<file path="config.mk">
export PLATFORM = sky130hd
export DESIGN_NAME = placar_jogadores
export DESIGN_NICKNAME = d
export VERILOG_FILES = /design/src/rtl/placar_jogadores.sv
export SDC_FILE = /design/constraint.sdc
export NUM_CORES = 1
export LEC_CHECK = 0
export BUFFER_PORTS_ARGS = -buffer_cell sky130_fd_sc_hd__clkbuf_2
export CORE_ASPECT_RATIO = 1.25
export CORE_MARGIN = 5
export CORE_UTILIZATION = 60
export CTS_BUF_LIST = sky130_fd_sc_hd__clkbuf_8
export CTS_CLUSTER_SIZE = 40
export DETAILED_ROUTE_END_ITERATION = 6
export PLACE_DENSITY = 0.82
export SYNTH_ARGS = -nofsm -noshare
export SYNTH_HDL_FRONTEND = slang
export SYNTH_SLANG_ARGS = --single-unit
</file>
<file path="constraint.sdc">
create_clock -name clk -period 5.89 [get_ports clk]
set_input_delay 0 -clock clk [delete_from_list [all_inputs] [get_ports clk]]
set_output_delay 0 -clock clk [all_outputs]
set_load 0.02 [all_outputs]
</file>
<file path="src/rtl/placar_jogadores.sv">
// Multi-player score counter: edge-detected hit/miss per player, saturating score with
// streak bonus, derived blocking lines with change pulse, and latched end-of-game winner.
module placar_jogadores #(
  parameter int N_JOG     = 2,
  parameter int W_PTS     = 6,
  parameter int MAX_PTS   = 32,
  parameter int PASSO     = 4,
  parameter int W_LIN     = 3,
  parameter int SEQ_BONUS = 3,
  localparam int W_VENC   = (N_JOG > 1) ? $clog2(N_JOG) : 1
) (
  input  logic                     clk,
  input  logic                     reset,
  input  logic                     enable,
  input  logic [N_JOG-1:0]         acertou,
  input  logic [N_JOG-1:0]         errou,
  output logic [N_JOG*W_PTS-1:0]   pontos,
  output logic [N_JOG*W_LIN-1:0]   linhas_bloq,
  output logic [N_JOG-1:0]         nivel_mudou,
  output logic                     fim_jogo,
  output logic [W_VENC-1:0]        vencedor
);

  localparam int          W_SEQ   = $clog2(SEQ_BONUS);
  localparam int unsigned LIN_CAP = (1 << W_LIN) - 1;

  logic [W_PTS-1:0]       pts_q [N_JOG];
  logic [W_PTS-1:0]       pts_d [N_JOG];
  logic [W_SEQ-1:0]       seq_q [N_JOG];
  logic [W_SEQ-1:0]       seq_d [N_JOG];
  logic [N_JOG-1:0]       ac_ant, er_ant, ev_hit, ev_miss;
  logic [N_JOG*W_LIN-1:0] lin_prev;
  logic                   win_any;
  logic [W_VENC-1:0]      win_idx;

  function automatic logic [W_PTS-1:0] sat_add(input logic [W_PTS-1:0] p, input int unsigned inc);
    int unsigned s;
    s = 32'(p) + inc;
    return (s >= MAX_PTS) ? W_PTS'(MAX_PTS) : W_PTS'(s);
  endfunction

  // Events are gated here so disabled or post-game edges are dropped, never deferred.
  assign ev_hit  = acertou & ~ac_ant & {N_JOG{enable & ~fim_jogo}};
  assign ev_miss = errou   & ~er_ant & {N_JOG{enable & ~fim_jogo}};

  always_comb begin
    win_any = 1'b0;
    win_idx = '0;
    for (int unsigned i = 0; i < N_JOG; i++) begin
      pts_d[i] = pts_q[i];
      seq_d[i] = seq_q[i];
      if (ev_hit[i] && ev_miss[i]) begin
        seq_d[i] = '0;
      end else if (ev_hit[i]) begin
        if (32'(seq_q[i]) + 1 == SEQ_BONUS) begin
          seq_d[i] = '0;
          pts_d[i] = sat_add(pts_q[i], 2);
        end else begin
          seq_d[i] = seq_q[i] + 1'b1;
          pts_d[i] = sat_add(pts_q[i], 1);
        end
      end else if (ev_miss[i]) begin
        seq_d[i] = '0;
        pts_d[i] = (pts_q[i] == '0) ? '0 : pts_q[i] - 1'b1;
      end
      if (!win_any && 32'(pts_d[i]) == MAX_PTS) begin
        win_any = 1'b1;
        win_idx = W_VENC'(i);
      end
    end
  end

  always_comb begin
    pontos      = '0;
    linhas_bloq = '0;
    for (int unsigned i = 0; i < N_JOG; i++) begin
      pontos[i*W_PTS +: W_PTS] = pts_q[i];
      linhas_bloq[i*W_LIN +: W_LIN] = (32'(pts_q[i]) / PASSO > LIN_CAP) ?
                                      W_LIN'(LIN_CAP) : W_LIN'(32'(pts_q[i]) / PASSO);
    end
  end

  always_ff @(posedge clk) begin
    ac_ant <= acertou;
    er_ant <= errou;
    if (reset) begin
      for (int unsigned i = 0; i < N_JOG; i++) begin
        pts_q[i] <= '0;
        seq_q[i] <= '0;
      end
      lin_prev    <= '0;
      nivel_mudou <= '0;
      fim_jogo    <= 1'b0;
      vencedor    <= '0;
    end else begin
      for (int unsigned i = 0; i < N_JOG; i++) begin
        pts_q[i]       <= pts_d[i];
        seq_q[i]       <= seq_d[i];
        nivel_mudou[i] <= (linhas_bloq[i*W_LIN +: W_LIN] != lin_prev[i*W_LIN +: W_LIN]);
      end
      lin_prev <= linhas_bloq;
      if (!fim_jogo && win_any) begin
        fim_jogo <= 1'b1;
        vencedor <= win_idx;
      end
    end
  end

endmodule

</file>
==> results of run 1 <==
-- placed cells by master (no fill, tap or decap), types with 8 or more instances in the layout --
cell type / instances
ha_1: 9
dfxtp_1: 30
inv_1: 18
a31oi_1: 12
nand2_1: 13
o21ai_0: 8
a21oi_1: 13
nor2_1: 37
clkbuf_2: 28
-- where the power goes --
group	switching [mW]	leakage, nW	internal [mW]
clock	0.0753	0.0714	0.180
sequential	0.00990	0.244	0.210
combinational	0.0455	0.724	0.0307
-- worst max-delay path, cell delays in order (launching register included) --
cell and delay, ns:
dfxtp_1 0.41, nor4bb_1 1.01, nand2_2 0.23, a21oi_2 0.21
o31ai_1 0.11, a2111oi_2 0.34, nand4_1 0.20, a211oi_2 0.26
-- through the flow --
stage / hold slack [ns] / worst slack [ns] / total power, mW / utilization
floorplan: 0.0277 / 3.55 / 0.278 / -
CTS: 0.248 / 3.10 / 0.555 / 0.702
detailed placement: 0.134 / 3.17 / 0.297 / 0.650
global placement: 0.132 / 3.22 / 0.296 / 0.650
global route: 0.267 / 2.85 / 0.576 / 0.702
finish: 0.261 / 3.03 / 0.552 / 0.702
-- repair_timing --
item / 4_1_cts / 5_1_grt
endpoints found under the hold margin: 4 / 0
hold buffers: 4 / 0
endpoints found under the setup margin: 0 / 0
-- logic make-up (layout without fill, tap and decap cells) --
group,after synthesis,in the layout,synth area share
AO/OA/AOI/OAI,73,73,0.248
XOR/XNOR,9,9,0.0360
adder cells (fa/ha/maj),9,9,0.0514
buffers and inverters,33,58,0.0748
flip-flops,30,30,0.274
multiplexers,3,3,0.0160
AND/OR/NAND/NOR,115,115,0.299
-- how the worst max path moves through the flow --
stage                     start       end  slack [ns]  depth (start not counted)
floorplan           pts_q[0][8]  vencedor        3.55                          8
global placement       fim_jogo  vencedor        3.22                          7
detailed placement     fim_jogo  vencedor        3.17                          7
CTS                    fim_jogo  vencedor        3.10                          7
global route           fim_jogo  vencedor        2.85                          7
finish                 fim_jogo  vencedor        3.03                          7
-- layout make-up --
cell class	count	area, um2
multi-input combinational	209	1430
sequential	30	601
tap	39	48.8
inverter	18	67.6
clock buffer	6	82.6
fill	315	1050
timing repair buffer	32	180
clock inverter	2	60.1
-- per-layer routing --
metal	GRT usage	routed length [um]
met5	0	0
met4	0.0956	110
met1	0.261	2230
met2	0.391	2840
met3	0.0376	301
-- sequential cells by signal (all words and copies together) (netlist names) --
register / count
fim_jogo: 1
ac_ant: 2
nivel_mudou: 2
pts_q: 12
vencedor: 1
er_ant: 2
seq_q: 4
lin_prev: 6
==> reports/results.ini, run 1 <==
[run_status]
status = complete, no violations

[synth]
synth_warnings = 0
synthesis.nets = 288
synth_top_area_cell = dfxtp_1
postSynthAreaPerCell_um2 = 8.05
ys.flop_type = dfxtp_1
async_flop_share = 0
synth.top_cells.by_count = nor2_1, dfxtp_1, inv_1
ys_ff_latch = 30
ys_seq_area_frac = 0.274
syn_inst = 272
yosysMostFrequentCell = nor2_1
synth_edf_count = 0
syn-cell-area_um2 = 2190
synthDominantCellAreaShare = 0.274
yosys-top-cells-area = dfxtp_1, nor2_1, ha_1, a31oi_1, inv_1
yosysUniqueCellTypes = 66

[drt]
drt_iter0_drc = 161
wl_per_cell_um = 16.3
viasPerCell = 6.44
num_vias = 2164
postRouteAntennaNets = 0
drt_wl_total_mm = 5.48
drc_errors = 0
drt_first_pass_iters = 5

[grt]
grt_pass1_wl_mm = 9.16
antenna_found_initial = 0
grt_max_degree = 27
first_global_vias = 2045
gr-usage-all-layers = 0.223
grt_overflow = 0

[clocking]
cts_root_buffer = clkbuf_8
clock_latency_ns = 0.28
clock_sinks = 30
clk_path_buf_depth = 2
cts_tree = done
ctsResizeCount = 0
numCtsBuffers = 5
htreeDepth = 2
cts_setup_buffers = 0
path_clk_slew_ns = 0.07

[setup_path]
cp.required_ns = 6.09
worstSetupStartpointType = register
cp.arrival_ns = 3.05
ff2ff_setup_slack_ns = 3.03
crit_type = reg -> reg
rr_worst_depth = 7
r2r_start = fim_jogo
timing.rr.end = vencedor
end_kind = register
path_max_fanout = 12

[placed_design]
gp_congestion = 0.944
dp_cells = 324
dpl_cell_area_um2 = 2280
io_buffer_count = 28
dp_hpwl_mm = 4.02

[timing]
fmax_mhz = 350
relSlewSlack = 0.212
finalSetupViolCount = 0
clock_skew_ns = 0.00664
min_period_ns = 2.86
fin_crit_sh = 0.485
hold_viol_final = 0
tightest_slew_ns = 1.17
rsz0062_at_grt = no
maxSlewViolCount = 0
fin_tns_setup_ns = 0

[die]
die_height_um = 77.6
start_util = 0.624
coreArea_um2 = 3510
num_rows = 24
dieArea_um2 = 4970
dieWidth_um = 64.0
ios = 29

[flow_run]
maxCapViolCount = 0

[final_layout]
design_area_um2 = 2470
n_antenna_cell = 0
stdcell_count = 336
drive_gt1_frac = 0.172
syn_to_final_growth_pct = 12.6
nets = 312

[worst_hold_path]
hold_end = seq_q[0][3]
whs_path_depth = 2
min_from = reset
hp-class = in -> reg

[power_and_ir_drop]
vdd_drop_max_mv = 0.192
power_density_nw_per_um2 = 224
p_leak_nw = 1.04

Power figures use the tool's default switching activity.
==> inputs of run 2 (changes only) <==
--- a/config.mk
+++ b/config.mk
@@ -5,14 +5,15 @@
 export SDC_FILE = /design/constraint.sdc
 export NUM_CORES = 1
 export LEC_CHECK = 0
+export ABC_AREA = 1
 export BUFFER_PORTS_ARGS = -buffer_cell sky130_fd_sc_hd__clkbuf_2
 export CORE_ASPECT_RATIO = 1.25
 export CORE_MARGIN = 5
-export CORE_UTILIZATION = 60
+export CORE_UTILIZATION = 54
 export CTS_BUF_LIST = sky130_fd_sc_hd__clkbuf_8
 export CTS_CLUSTER_SIZE = 40
 export DETAILED_ROUTE_END_ITERATION = 6
-export PLACE_DENSITY = 0.82
+export PLACE_DENSITY = 0.78
 export SYNTH_ARGS = -nofsm -noshare
 export SYNTH_HDL_FRONTEND = slang
 export SYNTH_SLANG_ARGS = --single-unit
==> constraint.sdc (replaced) <==
create_clock -name clk -period 2.4 [get_ports clk]
set_input_delay 0 -clock clk [delete_from_list [all_inputs] [get_ports clk]]
set_output_delay 0 -clock clk [all_outputs]
set_load 0.02 [all_outputs]
==> reports/results.ini, run 2 <==
[synth]
postSynthAreaPerCell_um2 = 5.78  ; was 8.05 um2
synth_edf_count = 0  ; unchanged
ys.flop_type = dfxtp_1  ; unchanged
syn_inst = 389  ; was 272
yosys-top-cells-area = dfxtp_1, nand2_1, nand3_1, nor2_1, inv_1  ; was dfxtp_1, nor2_1, ha_1, a31oi_1, inv_1
synthDominantCellAreaShare = 0.267  ; was 0.274
yosysMostFrequentCell = nand2_1  ; was nor2_1
synthesis.nets = 405  ; was 288
ys_seq_area_frac = 0.267  ; was 0.274
synth_warnings = 0  ; unchanged
yosysUniqueCellTypes = 25  ; was 66
synth_top_area_cell = dfxtp_1  ; unchanged
async_flop_share = 0  ; unchanged
syn-cell-area_um2 = 2250  ; was 2190 um2
synth.top_cells.by_count = nand2_1, nor2_1, inv_1  ; was nor2_1, dfxtp_1, inv_1
ys_ff_latch = 30  ; unchanged

[placed_design]
dp_hpwl_mm = 4.50  ; was 4.02 mm
io_buffer_count = 28  ; unchanged
dp_cells = 467  ; was 324
gp_congestion = 0.982  ; was 0.944

[worst_hold_path]
min_from = reset  ; unchanged
whs_path_depth = 2  ; unchanged
hp-class = in -> reg  ; unchanged
hold_end = pts_q[0][5]  ; was seq_q[0][3]

[setup_path]
r2r_start = pts_q[0][7]  ; was fim_jogo
rr_worst_depth = 16  ; was 7
ff2ff_setup_slack_ns = 0.24  ; was 3.03 ns
cp.required_ns = 2.56  ; was 6.09 ns
end_kind = register  ; unchanged
cp.arrival_ns = 2.32  ; was 3.05 ns
worstSetupStartpointType = register  ; unchanged
crit_type = reg -> reg  ; unchanged
path_max_fanout = 8  ; was 12
timing.rr.end = fim_jogo  ; was vencedor

[die]
num_rows = 26  ; was 24
die_height_um = 82.1  ; was 77.6 um
coreArea_um2 = 4070  ; was 3510 um2
dieArea_um2 = 5560  ; was 4970 um2
dieWidth_um = 67.7  ; was 64.0 um
ios = 29  ; unchanged
start_util = 0.553  ; was 0.624

[clocking]
numCtsBuffers = 5  ; unchanged
path_clk_slew_ns = 0.07  ; about the same
ctsResizeCount = 0  ; unchanged
clock_sinks = 30  ; unchanged
clk_path_buf_depth = 2  ; unchanged
clock_latency_ns = 0.28  ; about the same
cts_setup_buffers = 0  ; unchanged
cts_tree = done  ; unchanged
htreeDepth = 2  ; unchanged
cts_root_buffer = clkbuf_8  ; unchanged

[drt]
postRouteAntennaNets = 0  ; unchanged
wl_per_cell_um = 12.3  ; was 16.3 um
drt_first_pass_iters = 5  ; unchanged
drt_wl_total_mm = 5.89  ; was 5.48 mm
drc_errors = 0  ; unchanged
wl_met1_mm = 2.36  ; was 2.23 mm
wl_met3_um = 261  ; was 301 um
highest_layer = met4  ; unchanged
drt_iter0_drc = 188  ; was 161
routed-wl-met2_mm = 3.17  ; was 2.84 mm
num_vias = 2514  ; was 2164
viasPerCell = 5.25  ; was 6.44

[timing]
clock_skew_ns = 0.00817  ; was 0.00664 ns
maxSlewViolCount = 0  ; unchanged
fin_tns_setup_ns = 0  ; unchanged
fmax_mhz = 464  ; was 350 MHz
tightest_slew_ns = 0.469  ; was 1.17 ns
finalSetupViolCount = 0  ; unchanged
hold_viol_final = 0  ; unchanged
relSlewSlack = 0.687  ; was 0.212
min_period_ns = 2.16  ; was 2.86 ns
rsz0062_at_grt = no  ; unchanged
fin_crit_sh = 0.898  ; was 0.485

[run_status]
status = complete, no violations  ; unchanged

[final_layout]
final_cell_mix = nand2_1, nor2_1, inv_1  ; was nor2_1, dfxtp_1, clkbuf_2
largest_reg_flops = 12  ; unchanged
nets = 438  ; was 312
largestRegisters = pts_q x12, lin_prev x6, seq_q x4  ; unchanged
stdcell_count = 479  ; was 336
regMostFlops = pts_q  ; unchanged
layout_commonest_cell = nand2_1  ; was nor2_1
n_antenna_cell = 0  ; unchanged
fillerInstances = 433  ; was 315
syn_to_final_growth_pct = 14.1  ; was 12.6%
multiInputGateArea_um2 = 1380  ; was 1430 um2
seq_area_um2 = 601  ; unchanged
drive_gt1_frac = 0.102  ; was 0.172

[grt]
antenna_found_initial = 0  ; unchanged
grt_overflow = 0  ; unchanged
grt_pass1_wl_mm = 9.78  ; was 9.16 mm
grt_max_degree = 23  ; was 27
first_global_vias = 2272  ; was 2045
gr-usage-all-layers = 0.232  ; was 0.223

[power_and_ir_drop]
seq_power_share = 0.380  ; was 0.398
p_sw_uw = 657  ; was 131 uW
power.share.combinational = 0.368  ; was 0.138
power_density_nw_per_um2 = 640  ; was 224 nW/um2
switching_share = 0.400  ; was 0.237
p_int_uw = 985  ; was 421 uW
p_clk_frac = 0.252  ; was 0.463
p_leak_nw = 1.41  ; was 1.04 nW
vdd_drop_max_mv = 0.454  ; was 0.192 mV

[flow_run]
maxCapViolCount = 0  ; unchanged

## run 2: stage by stage
| stage | area (um2) | worst slack [ns] | util | hold slack [ns] | power [mW] |
|---|---|---|---|---|---|
| 2_1_floorplan | 2250 | 0.478 | - | 0.0277 | 1.06 |
| 3_3_place_gp | 2430 | 0.347 | 0.598 | 0.117 | 1.22 |
| 3_5_place_dp | 2430 | 0.253 | 0.598 | 0.119 | 1.23 |
| 4_1_cts | 2560 | 0.241 | 0.631 | 0.210 | 1.65 |
| 5_1_grt | 2560 | 0.0201 | 0.631 | 0.246 | 1.77 |
| 6_report | 2560 | 0.245 | 0.631 | 0.215 | 1.64 |
## run 2: critical path: stages, from the launching register on
cell and delay [ns]:
dfxtp_1 0.47, ha_1 0.27, nand2_1 0.07, nor2_1 0.14, nand2_1 0.10, nand2_1 0.08
nand2_1 0.07, nor2_1 0.14, nand3_1 0.13, nand3_1 0.10, nand2_1 0.08, nand2_1 0.08
nor2_1 0.06, nand2_1 0.05, nand2_1 0.05, nor2_1 0.10, nor2_1 0.04
## run 2: power by group through the flow
stage | combinational [mW] | clock (mW) | sequential, mW
after CTS | 0.604 | 0.425 | 0.622
after detailed placement | 0.597 | 0 | 0.632
after floorplan | 0.415 | 0 | 0.648
final | 0.605 | 0.414 | 0.623
after global placement | 0.590 | 0 | 0.631
after global routing | 0.682 | 0.454 | 0.632
## run 2: metal layers
metal | vias to the layer above | global-route usage
met2 | 79 | 0.452
li1 | 1284 | -
met3 | 9 | 0.0392
met5 | - | 0
met1 | 1142 | 0.235
met4 | 0 | 0.0994
## run 2: cell type report
class,instances,area share
multi-input cells,291,0.536
inverters,58,0.0849
clock buffers,6,0.0322
repair buffers,36,0.0820
clock inverters,2,0.00341
well taps,56,0.0273
flip-flops and latches,30,0.234
## run 2: worst max-delay path by stage
stage                      from  endpoint  slack (ns)  depth (start not counted)
finish              pts_q[0][7]  fim_jogo        0.24                         16
detailed placement  pts_q[0][7]  fim_jogo        0.25                         16
global route        pts_q[0][7]  vencedor        0.02                         17
global placement    pts_q[0][7]  fim_jogo        0.35                         16
floorplan           pts_q[0][6]  vencedor        0.48                         13
CTS                 pts_q[0][7]  fim_jogo        0.24                         16
## run 2: repair_timing
action | 4_1_cts | 5_1_grt
endpoints found under the setup margin | 0 | 0
hold buffers | 4 | 0
hold endpoints to repair | 4 | 0
## run 2: cells by family after synthesis
kind of cell | synth area share
AOI/OAI and AO/OA | 0.0607
and+or+nand+nor | 0.458
buffers and inverters | 0.121
xor gates and xnor gates | 0.0429
DFF | 0.267
adders and majority gates | 0.0501
